## src/rtl/multi_cycle_fsm.sv

```systemverilog
// Control unit for a multi-cycle CPU datapath.
// Walks each instruction through fetch, decode, execute, memory and writeback,
// and drives the datapath enables as pure decodes of the current state and opcode.
// The enables never lag the state by a cycle.
// The machine stays in sHALT until Reset is asserted.
module multi_cycle_fsm #(
    parameter logic [5:0] HALT_OP = 6'b111111
) (
    input  logic       CLK,
    input  logic       Reset,
    input  logic [5:0] opcode,
    input  logic       zero,
    output logic [3:0] state,
    output logic       PCWre,
    output logic [1:0] PCSrc,
    output logic       IRWre,
    output logic       RegWre,
    output logic       mRD,
    output logic       mWR,
    output logic       ALUSrcB,
    output logic       DBDataSrc,
    output logic       halted
);

    typedef enum logic [3:0] {
        S_IF     = 4'd0,
        S_ID     = 4'd1,
        S_EXE_AL = 4'd2,
        S_WB_AL  = 4'd3,
        S_EXE_BR = 4'd4,
        S_EXE_LS = 4'd5,
        S_MEM    = 4'd6,
        S_WB_LD  = 4'd7,
        S_HALT   = 4'd8
    } state_t;

    state_t cur;

    logic is_halt;
    logic is_rtype;
    logic is_addi;
    logic is_sw;
    logic is_lw;
    logic is_beq;
    logic is_j;

    assign state = cur;

    // Opcode class decode; the halt opcode takes priority so HALT_OP may overlap any class.
    always_comb begin
        is_halt  = 1'b0;
        is_rtype = 1'b0;
        is_addi  = 1'b0;
        is_sw    = 1'b0;
        is_lw    = 1'b0;
        is_beq   = 1'b0;
        is_j     = 1'b0;
        if (opcode == HALT_OP) begin
            is_halt = 1'b1;
        end else begin
            case (opcode)
                6'b000000: is_rtype = 1'b1;
                6'b000001: is_addi  = 1'b1;
                6'b110000: is_sw    = 1'b1;
                6'b110001: is_lw    = 1'b1;
                6'b110100: is_beq   = 1'b1;
                6'b111000: is_j     = 1'b1;
                default:   ;
            endcase
        end
    end

    // State register and next-state selection; unused encodings fall back to fetch.
    always_ff @(posedge CLK or negedge Reset) begin
        if (!Reset) begin
            cur <= S_IF;
        end else begin
            case (cur)
                S_IF: cur <= S_ID;
                S_ID: begin
                    if (is_halt)                cur <= S_HALT;
                    else if (is_rtype || is_addi) cur <= S_EXE_AL;
                    else if (is_lw || is_sw)    cur <= S_EXE_LS;
                    else if (is_beq)            cur <= S_EXE_BR;
                    else                        cur <= S_IF;
                end
                S_EXE_AL: cur <= S_WB_AL;
                S_WB_AL:  cur <= S_IF;
                S_EXE_BR: cur <= S_IF;
                S_EXE_LS: cur <= S_MEM;
                S_MEM:    cur <= is_lw ? S_WB_LD : S_IF;
                S_WB_LD:  cur <= S_IF;
                S_HALT:   cur <= S_HALT;
                default:  cur <= S_IF;
            endcase
        end
    end

    // Datapath enables decoded from the current state; PCSrc is also steered by zero in sEXE_BR.
    always_comb begin
        PCWre     = 1'b0;
        PCSrc     = 2'b00;
        IRWre     = 1'b0;
        RegWre    = 1'b0;
        mRD       = 1'b0;
        mWR       = 1'b0;
        ALUSrcB   = 1'b0;
        DBDataSrc = 1'b0;
        halted    = 1'b0;
        case (cur)
            S_IF: IRWre = 1'b1;
            S_ID: begin
                if (is_j) begin
                    PCWre = 1'b1;
                    PCSrc = 2'b11;
                end else if (!(is_halt || is_rtype || is_addi || is_lw || is_sw || is_beq)) begin
                    PCWre = 1'b1;
                end
            end
            S_EXE_AL: ALUSrcB = is_addi;
            S_WB_AL: begin
                RegWre = 1'b1;
                PCWre  = 1'b1;
            end
            S_EXE_BR: begin
                PCWre = 1'b1;
                PCSrc = zero ? 2'b01 : 2'b00;
            end
            S_EXE_LS: ALUSrcB = 1'b1;
            S_MEM: begin
                mRD   = is_lw;
                mWR   = is_sw;
                PCWre = !is_lw;
            end
            S_WB_LD: begin
                RegWre    = 1'b1;
                DBDataSrc = 1'b1;
                PCWre     = 1'b1;
            end
            S_HALT:  halted = 1'b1;
            default: ;
        endcase
    end

endmodule

```

## config.mk

```make
export PLATFORM = sky130hd
export DESIGN_NAME = multi_cycle_fsm
export DESIGN_NICKNAME = d
export VERILOG_FILES = /design/src/rtl/multi_cycle_fsm.sv
export SDC_FILE = /design/constraint.sdc
export NUM_CORES = 1
export LEC_CHECK = 0
export CAP_MARGIN = 15
export CORE_AREA = 5 5 42 44
export CTS_BUF_LIST = sky130_fd_sc_hd__clkbuf_2 sky130_fd_sc_hd__clkbuf_4 sky130_fd_sc_hd__clkbuf_8
export CTS_CLUSTER_DIAMETER = 200
export DETAILED_ROUTE_END_ITERATION = 8
export DIE_AREA = 0 0 47 49
export GPL_TIMING_DRIVEN = 0
export HOLD_SLACK_MARGIN = 0.05
export PLACE_DENSITY = 0.76
export SYNTH_ARGS = -nofsm -noshare
export SYNTH_HDL_FRONTEND = slang
export SYNTH_SLANG_ARGS = --single-unit
```

## constraint.sdc

```tcl
create_clock -name CLK -period 1.79 [get_ports CLK]
set_input_delay 0.2685 -clock CLK [delete_from_list [all_inputs] [get_ports CLK]]
set_output_delay 0.2685 -clock CLK [all_outputs]
set_load 0.02 [all_outputs]
```

---- After elaboration in Yosys (flattened, before gate mapping) ----
Cells that the tools add are included.
storage, ports and cells
  flip-flop bits (word level) ............. 4
  bits of input ports ..................... 9
  output and inout bits ................... 14
  word-level logic and storage cells ...... 59
operators by class
  equality and inequality tests ........... 14
  multiplexer cells ....................... 32
  reduce and logical (&&, ||, !) cells .... 12
operators with widths
  operator                                                                count
  6-bit equality test (second input constant)                             5
  4-bit case mux with 6 select lines                                      1
  1-bit 2-to-1 mux                                                        22
  4-bit by 3-bit equality test with 1-bit output (second input constant)  4
  3-bit 2-to-1 mux                                                        4
  4-bit by 2-bit equality test with 1-bit output (second input constant)  2
  1-bit logical OR                                                        7
  6-bit by 1-bit equality test with 1-bit output (second input constant)  1
  6-bit logical NOT                                                       1
  4-bit by 1-bit equality test with 1-bit output (second input constant)  1
  4-bit equality test (second input constant)                             1
  4-bit logical NOT                                                       1
  4-bit 2-to-1 mux                                                        1
  2-bit case mux with 2 select lines                                      1
  1-bit case mux with 3 select lines                                      1
  3-bit OR reduction                                                      1
  2-bit 2-to-1 mux                                                        1
  1-bit case mux with 2 select lines                                      1
  2-bit OR reduction                                                      1
  1-bit logical NOT                                                       1

---- Depth between registers and ports, before layout ----
  depth in word-level cells ............... 11
  mapped depth ............................ 5
  mapped depth without buffers ............ 4

---- Worst setup path after synthesis ----
Ideal clock, no wire load.
  kind .................................... reg-to-output
  start ................................... register cur[0] (netlist: state[0])
  end ..................................... output PCWre
  arrival ................................. 1.540 ns
  required time ........................... 1.521 ns
  path slack .............................. -0.019 ns
  cell stages (with the launch flop) ...... 6
  path buffers ............................ 1
  path through ............................ dfrtp_1 > buf_4 > inv_1 > nor4_1 > nand3b_1 > o211ai_1
between the ends
  longest elaborated chain between the ends .. 3
  elaborated cells between the ends (all ways) .. 7
  classes of those cells .................. 5 x eq/ne; 1 x mux; 1 x reduce/logical
ends and longest elaborated chain
  what                                                                                                                     line  text
  from (decl)                                                                                                              37    state_t cur;
  from (signal assigned)                                                                                                   91    S_MEM: cur <= is_lw ? S_WB_LD : S_IF;
  4-bit by 3-bit equality test with 1-bit output / 4-bit by 2-bit equality test with 1-bit output (equally long branches)  110   case (cur)
  3-bit OR reduction (no source line)                                                                                      -
  1-bit case mux with 3 select lines (*)                                                                                   110
  to (decl)                                                                                                                14    output logic PCWre,
Every way passes the cells marked *; elsewhere a longest branch is shown, timed or not.

---- Worst setup path after layout ----
  start ................................... register cur[1] (netlist: state[1])
  end ..................................... output PCWre
Same word-level chain as after synthesis.

==> impl_metrics.tcl <==
set metrics [dict create \
    outcome "complete, but fails checks" \
    violations "negative setup slack" \
    regArea_um2 101 \
    ys_seq_elements 4 \
    drtIter0Drc 12 \
    seq_area_frac_synth_pct 23.0 \
    worst_setup_path_start_kind "flop" \
    async_flop_share_pct 100 \
    clk-insertion-delay-late_ps 250 \
    firstDrtPassIters 4 \
    fmax_mhz 534 \
    grt_use_total_pct 16.1 \
    synth_top_area_cell "dfrtp_1" \
    required_ps 1520 \
    core_mm2 0.00140 \
    cts_tree "built" \
    synth_fp_nets 69 \
    ys_warn_count 0 \
    gp_congestion 0.879 \
    die_y_um 49 \
    worstPathCellList "buf_6 > nor4_4 > nand3b_1 > o211ai_1 > buf_4" \
    die_w_um 47 \
    grt_pass1_wl_mm 2.65 \
    rows 14 \
    cts-htree-levels 1 \
    worst_slew_pin_slew_ps 316 \
    slowest_delay_ps 390 \
    drive_above_1_share_pct 45.7 \
    multi_input_comb_area_um2 353 \
    fin_total_pwr_mw 0.271 \
    cts_root_buf "clkbuf_4" \
    syn_avg_cell_area_um2 7.26 \
    grt_pass1_vias 606 \
    final_nets 104 \
    final_antenna_net_count 0 \
    gr-total-overflow 0 \
    die_area_mm2 0.00230 \
    clockBufferDepth 2 \
    drv_cap 0 \
    ios 23 \
    route.detailed.drc 0 \
    io_buffers 21 \
    final_area_um2 807 \
    ys.flop_type "dfrtp_1" \
    initial_core_util_pct 31.1 \
    p_per_area_mw_per_mm2 336 \
    r2r_end "state[2]" \
    fin_ws_ps -82.6 \
    cp_max_fo 4 \
    synth.top_cell.area_share_pct 23.0 \
    place_inst 97 \
    arrival_ps 1600 \
    area_growth_pct 85.3 \
    r2r.worst_path.cells 6 \
    setup_violations 2 \
    vias 598 \
    grt_start_max_net_pins 11 \
    hpwl_mm 1.05 \
    diodes 0 \
    fillers 151 \
    regToRegSetupSlack_ps 300 \
    dpl_cell_area_um2 667 \
    cts_made_buffers 3 \
    wl_mm 1.58 \
    peakVddDrop_v 0.000144 \
    crit_type "reg2out" \
    rsz0062_at_grt "true" \
    synth.area.top_cells "dfrtp_1 (23%), nand2_1 (5.2%), nor2_1 (5.2%), nor3_1 (4.6%), nand4_1 (4.3%)" \
    p_leak_nw 0.334 \
    synth.distinct_cells 33 \
    crit_path_start "state[1]" \
    critPathCaptureType "output pin" \
    antenna_found_initial 0 \
    hold_viol_final 0 \
    r2r-start "state[1]" \
    hold_class "in2async" \
    slowest_stage "dfrtp_1" \
    clock-sinks 4 \
    viasPerCell 5.44 \
    netlist_area_um2 435 \
    synth_edf_count 0 \
    finClkSkew_ps 6.69 \
    slew_violations 0 \
    fin_crit_ps 1870 \
    stdcell_count 110 \
    period_share_pct 105 \
    clkTransAtPathRegs_ps 40 \
    routedWlPerCell_um 14.3 \
    synthCells 60 \
    slew_headroom_pct 78.7 \
    largest_reg_flops 4 \
    hold_buffers 0 \
    ys_top_cells_by_count "nand2_1 (6), nor2_1 (6), dfrtp_1 (4), nor3_1 (4)" \
]
## critical path: cells and delay by family, from the launching register on
family,cells,cell delay [ps]
buffers and inverters,2,310
AOI/OAI and AO/OA,1,220
and+or+nand+nor,2,440
DFF,1,390
## logic make-up (layout without fill, tap and decap cells)
family / after synthesis / count (layout) / synth area share, %
and+or+nand+nor: 35 / 35 / 46.6
DFF: 4 / 4 / 23.0
AOI/OAI and AO/OA: 13 / 13 / 21.8
buffers and inverters: 8 / 42 / 8.62
## how the worst max path moves through the flow
stage                     endpoint  slack [ps]  cells after the start
after floorplan                mWR          20                      3
after global placement         mWR        -750                      5
after detailed placement       mWR        -720                      5
after CTS                    PCWre         -80                      5
after global routing         PCWre        -160                      5
final                        PCWre         -80                      5
## layout make-up
type                       instances  area share (%)
tap                               16            2.48
sequential                         4            12.6
buffer                             4            3.57
inverter                           3            1.86
multi-input combinational         48            43.7
timing repair buffer              31            32.1
clock buffer                       4            3.72
## power by group
group | switching [mW] | total, mW | internal [mW]
registers | 0 | 0.0908 | 0.0908
logic | 0.0199 | 0.0353 | 0.0154
clock network | 0.0458 | 0.145 | 0.0993
total | 0.0657 | 0.271 | 0.206
## cells in the final DEF (no fill, tap or decap), types with 2 or more instances in the layout
cell	count
nor2_1	3
clkdlybuf4s50_1	6
a31oi_1	2
nor3_1	3
dlygate4sd2_1	3
buf_4	11
clkdlybuf4s15_1	2
buf_2	6
clkbuf_4	5
nand2_1	6
buf_6	4
nand4_1	3
nor2_2	2
dfrtp_1	3
inv_1	2
a41oi_1	2
## stage by stage
| step | setup WS, ps | TNS, ps | utilization [%] | hold slack (ps) |
|---|---|---|---|---|
| 3_5_place_dp | -722 | -3440 | 47.6 | 487 |
| 6_report | -82.6 | -109 | 57.6 | 221 |
| 2_1_floorplan | 17.7 | 0 | - | -27.1 |
| 4_1_cts | -82.4 | -82.4 | 53.1 | 226 |
| 5_1_grt | -164 | -428 | 57.6 | 220 |
| 3_3_place_gp | -747 | -3440 | 47.6 | 481 |
## per-layer routing
layer	up-vias	routed length, µm	track usage [%]
met5	-	0	0
met4	0	85	14.7
met3	9	108	4.06
met2	29	747	22.9
met1	266	633	18.7
li1	294	-	-
## what timing repair did
action                                  4_1_cts  5_1_grt
pin swaps                                     7        6
endpoints found under the hold margin         0        0
endpoints found under the setup margin       10        8
gates resized for setup                      60       13
buffers inserted                              7        3
Note: power is estimated with default switching activity, not from simulation.
